`src/rtl/gpio_cmd_pkg.sv`:
```
// Shared definitions for the GPIO command master: FSM state codes, command codes
// and the o_gpo word layout.
package gpio_cmd_pkg;

  localparam logic [2:0] ST_IDLE   = 3'd0;
  localparam logic [2:0] ST_SETUP  = 3'd1;
  localparam logic [2:0] ST_STROBE = 3'd2;
  localparam logic [2:0] ST_WAIT   = 3'd3;
  localparam logic [2:0] ST_RESP   = 3'd4;

  localparam logic [7:0] CMD_RESET    = 8'd0;
  localparam logic [7:0] CMD_EN_TX    = 8'd1;
  localparam logic [7:0] CMD_EN_RX    = 8'd2;
  localparam logic [7:0] CMD_PH_SEL   = 8'd3;
  localparam logic [7:0] CMD_RUN_MEM  = 8'd4;
  localparam logic [7:0] CMD_READ_MEM = 8'd5;
  localparam logic [7:0] CMD_ADDR_MEM = 8'd6;

  localparam int unsigned CMD_MSB  = 31;
  localparam int unsigned CMD_LSB  = 24;
  localparam int unsigned EN_BIT   = 23;
  localparam int unsigned DATA_MSB = 22;

  function automatic logic [31:0] pack_gpo(input logic [7:0] cmd, input logic en,
                                           input logic [22:0] data);
    logic [31:0] w;
    w = '0;
    w[CMD_MSB:CMD_LSB] = cmd;
    w[EN_BIT]          = en;
    w[DATA_MSB:0]      = data;
    return w;
  endfunction

endpackage

```
`src/rtl/gpio_cmd_master.sv`:
```
// Drives a command/enable/data word onto o_gpo with timed setup, strobe and
// response-latency phases, then captures i_gpi. Optional: GPIO_CMD_MASTER_TXN_CNT_EN.
module gpio_cmd_master
  import gpio_cmd_pkg::*;
#(
  parameter int unsigned SETUP_CYC  = 2,
  parameter int unsigned STROBE_CYC = 2,
  parameter int unsigned RSP_LAT    = 4
) (
  input  logic        clk,
  input  logic        i_rst,
  input  logic        i_cmd_valid,
  output logic        o_cmd_ready,
  input  logic [7:0]  i_cmd,
  input  logic [22:0] i_cmd_data,
  output logic [31:0] o_gpo,
  input  logic [31:0] i_gpi,
  output logic        o_rsp_valid,
  input  logic        i_rsp_ready,
  output logic [31:0] o_rsp_data,
  output logic        o_busy
`ifdef GPIO_CMD_MASTER_TXN_CNT_EN
  ,
  output logic [15:0] o_txn_count
`endif
);

  localparam logic [7:0] SETUP_LD  = 8'(SETUP_CYC - 1);
  localparam logic [7:0] STROBE_LD = 8'(STROBE_CYC - 1);
  localparam logic [7:0] RSP_LD    = 8'(RSP_LAT - 1);

  logic [2:0]  state;
  logic [7:0]  cnt;
  logic [7:0]  cmd_r;
  logic [22:0] data_r;
  logic [31:0] rsp_data;

  // One down-counter times every phase; each phase ends when it reaches zero.
  always_ff @(posedge clk) begin
    if (i_rst) begin
      state    <= ST_IDLE;
      cnt      <= '0;
      cmd_r    <= '0;
      data_r   <= '0;
      rsp_data <= '0;
    end else begin
      case (state)
        ST_IDLE: begin
          if (i_cmd_valid) begin
            cmd_r  <= i_cmd;
            data_r <= i_cmd_data;
            state  <= ST_SETUP;
            cnt    <= SETUP_LD;
          end
        end
        ST_SETUP: begin
          if (cnt == '0) begin
            state <= ST_STROBE;
            cnt   <= STROBE_LD;
          end else begin
            cnt <= cnt - 8'd1;
          end
        end
        ST_STROBE: begin
          if (cnt == '0) begin
            state <= ST_WAIT;
            cnt   <= RSP_LD;
          end else begin
            cnt <= cnt - 8'd1;
          end
        end
        ST_WAIT: begin
          if (cnt == '0) begin
            rsp_data <= i_gpi;
            state    <= ST_RESP;
            cnt      <= '0;
          end else begin
            cnt <= cnt - 8'd1;
          end
        end
        ST_RESP: begin
          if (i_rsp_ready) begin
            state <= ST_IDLE;
          end
        end
        default: begin
          state <= ST_IDLE;
          cnt   <= '0;
        end
      endcase
    end
  end

`ifdef GPIO_CMD_MASTER_TXN_CNT_EN
  always_ff @(posedge clk) begin
    if (i_rst) begin
      o_txn_count <= '0;
    end else if (state == ST_RESP && i_rsp_ready) begin
      o_txn_count <= o_txn_count + 16'd1;
    end
  end
`endif

  // Enable is decoded from state, so reset clears it in the very next cycle.
  always_comb begin
    o_gpo       = pack_gpo(cmd_r, state == ST_STROBE, data_r);
    o_cmd_ready = (state == ST_IDLE);
    o_busy      = (state != ST_IDLE);
    o_rsp_valid = (state == ST_RESP);
    o_rsp_data  = rsp_data;
  end

endmodule

```
`config.mk`:
```
export PLATFORM = sky130hd
export DESIGN_NAME = gpio_cmd_master
export DESIGN_NICKNAME = d
export VERILOG_FILES = /design/src/rtl/gpio_cmd_pkg.sv /design/src/rtl/gpio_cmd_master.sv
export SDC_FILE = /design/constraint.sdc
export NUM_CORES = 1
export LEC_CHECK = 0
export ABC_AREA = 1
export CAP_MARGIN = 10
export CORE_ASPECT_RATIO = 1.2
export CORE_MARGIN = 2
export CORE_UTILIZATION = 45
export CTS_BUF_LIST = sky130_fd_sc_hd__clkbuf_8
export DETAILED_ROUTE_END_ITERATION = 16
export GPL_ROUTABILITY_DRIVEN = 0
export GPL_TIMING_DRIVEN = 0
export HOLD_SLACK_MARGIN = 0.08
export PLACE_DENSITY = 0.85
export RECOVER_POWER = 100
export SLEW_MARGIN = 20
export SYNTH_ARGS = -nofsm -noshare
export SYNTH_HDL_FRONTEND = slang
export SYNTH_SLANG_ARGS = --single-unit
```
`constraint.sdc`:
```
create_clock -name clk -period 2 [get_ports clk]
set_input_delay 0.2 -clock clk [delete_from_list [all_inputs] [get_ports clk]]
set_output_delay 0.2 -clock clk [all_outputs]
set_load 0.02 [all_outputs]
```
==> results of run 1 <==
==> power groups by stage <==
stage	Sequential, mW	Combinational [mW]	Clock, mW
after global routing	2.10	2.85	1.18
after CTS	2.06	2.88	1.13
final	2.05	2.57	1.10
after global placement	2.08	2.79	0
after floorplan	2.37	1.55	0
after detailed placement	2.09	2.87	0
==> metal layers <==
| layer | part of all wire [%] | vias up |
|---|---|---|
| met5 | 0 | - |
| met3 | 11 | 12 |
| li1 | - | 1526 |
| met4 | 1.2 | 0 |
| met2 | 50 | 118 |
| met1 | 38 | 1345 |
==> timing repair <==
item | 4_1_cts | 5_1_grt
hold endpoints to repair | 0 | 0
gates resized for setup | 1 | 2
endpoints found under the setup margin | 1 | 2
buffers inserted | 0 | 0
==> synthesized netlist by cell type <==
cell type,n,area share (%)
dfxtp_1,74,49
inv_2,4,0.50
nor3_1,3,0.50
buf_6,10,3.7
o21ai_0,21,3.5
buf_1,1,0.12
xor2_1,2,0.58
nor2_1,132,16
o21ai_2,1,0.29
clkbuf_1,5,0.62
nor2_2,11,2.3
nor3_4,1,0.54
nand2_4,2,0.75
ha_1,2,0.83
nand2_1,26,3.2
inv_4,1,0.21
nand3_1,9,1.5
buf_2,4,0.67
o21ai_1,47,7.8
nand4_1,2,0.42
nor2_8,1,0.67
clkinv_4,1,0.29
nand2_2,1,0.21
inv_1,18,2.2
nor2_4,3,1.1
a21oi_1,9,1.5
==> final cells by class <==
cell class | instances | area [um^2]
Multi-Input combinational cell | 273 | 1210
Inverter | 24 | 97.6
Clock buffer | 9 | 124
Buffer | 20 | 130
Sequential cell | 74 | 1480
Clock inverter | 6 | 60.1
Timing Repair Buffer | 132 | 1310
Fill cell | 525 | 1920
Tap cell | 85 | 106
==> kinds of logic after synthesis <==
family	Yosys count	share of synthesized area [%]
compound gates	78	13.1
xor+xnor	2	0.583
fa+ha+maj	2	0.833
buf+inv	44	8.41
flops	74	49.3
simple gates	191	27.7
==> flip-flops by register name, summed over array words and instances, names as in the netlist <==
register,flops
data_r,23
state,3
cmd_r,8
o_rsp_data,32
cnt,8
==> final timing paths <==
path	endpoint	slack, ps
max	o_busy	160
min	cnt[4]	120
max reg2reg	data_r[14]	250
min reg2reg	o_rsp_data[14]	480
==> through the flow <==
| stage | instances | total power, mW | utilization (%) | area, um^2 | setup WS (ps) |
|---|---|---|---|---|---|
| final | 623 | 5.72 | 70.2 | 4530 | 158 |
| after global routing | 623 | 6.13 | 70.2 | 4530 | 69.9 |
| after CTS | 623 | 6.07 | 71.6 | 4610 | 42.4 |
| after detailed placement | 608 | 4.96 | 68.8 | 4430 | 330 |
| after global placement | 608 | 4.87 | 68.8 | 4430 | 384 |
| after floorplan | 391 | 3.93 | - | 3000 | 637 |
==> run metrics, run 1 <==
worst vdd ir 0.781 mV; Fin Setup TNS 0 ps; Worst EP arrival 1640 ps; clock share of power 19.2%; P per Cell Area 1260 nW/um^2; diodes inserted 0; commonest non-fill, non-tap cell in the layout nor2_1; WP depth 3; vias in the first global route 2838; Worst Setup Start Kind flip-flop; Switching Fraction 40.1%; Cell Area, Synth 3000 um^2; clock slew at reported path FFs 80 ps; Post-layout nets 603; share of layout cells above drive strength 1 8.36%; hold path depth 2; most frequent cells in the layout nor2_1 (140), dfxtp_1 (73), clkdlybuf4s50_1 (66); DIE AREA 7350 um^2; vias 3001; sequential area share after synthesis 49.3%; DRT Pass-1 Iters 4; leakage power total 2.02 nW; final hold slack 124 ps; overall routing resource usage 21.6%; worst-skew pair later-pin latency 340 ps; worst hold start i_rst; Core Box Area 6450 um^2; RSZ-0062 raised after global routing false; period utilisation layout 92.1%; WP buf/inv 1; max_cap viols 0; met1 usage 22.1%; max incr delay on CP 680 ps; Die W 78.6 um; Worst Max-Slew Pin Slew 612 ps; Rel. slew slack 59.0%; CTS tree done; root buf cell clkbuf_8; Slew Limit Fails 0; CTS sink cnt 74; clk_skew 8.84 ps; vias per inst 4.82; synthesized area per cell 7.68 um^2; fin crit period 1840 ps; site row count 32; H-Tree Level Count 3; # hold bufs at CTS 0; flops & latches, synth 74; largest net degree at the start of global routing 13; critical-path cell list nor2_4, nand2_1, dlygate4sd3_1; endpoint class of the critical path output pin; met2 usage 38.0%; Iter 0 DRT Violations 81; first-pass GRT wire length 12400 um; WL per Instance 12.6 um; Max clock buf depth 2; Port Buf Inserts 132; CTS Buf Count 9; Top Ports 134; Routed Antenna Nets 0; final hold viol count 0; antenna violations before repair 0; combinational share of power 44.9%; die height 93.5 um; Post-Synthesis Cells 391; YS warnings 0; Worst Setup SP state[2]; synth unique cells 26; CP Class flip-flop to output pin; RR Startpoint state[2]; total wire length 7880 um; met3 GRT Util 9.75%; HPWL after detailed placement 6000 um; Max Freq 543 MHz; Psw 2.29 mW; P_int 3.43 mW; cell family with most CP delay buffers and inverters; initial core utilization 46.6%; syn_nets 460; Setup-failing EPs final 0; Flop pwr share 35.9%; reg2reg path depth 7; DRC Markers 0; Worst Path Max Fanout 7; Overflow after GRT 0; layer with the highest usage met2; worst path required time 1800 ps; status finished clean; Slowest cell on crit path dlygate4sd3_1; worst hold path class primary input to flip-flop; Area growth, synth to finish 50.6%
No activity file was read; power rests on OpenSTA's default activity.
==> run 2: changes to the inputs <==
--- a/config.mk
+++ b/config.mk
@@ -11,6 +11,7 @@
 export CORE_MARGIN = 2
 export CORE_UTILIZATION = 45
 export CTS_BUF_LIST = sky130_fd_sc_hd__clkbuf_8
+export CTS_CLUSTER_SIZE = 12
 export DETAILED_ROUTE_END_ITERATION = 16
 export GPL_ROUTABILITY_DRIVEN = 0
 export GPL_TIMING_DRIVEN = 0
==> results of run 2 <==
Same layout as run 1: the final DEF is identical, and so are final timing and power.
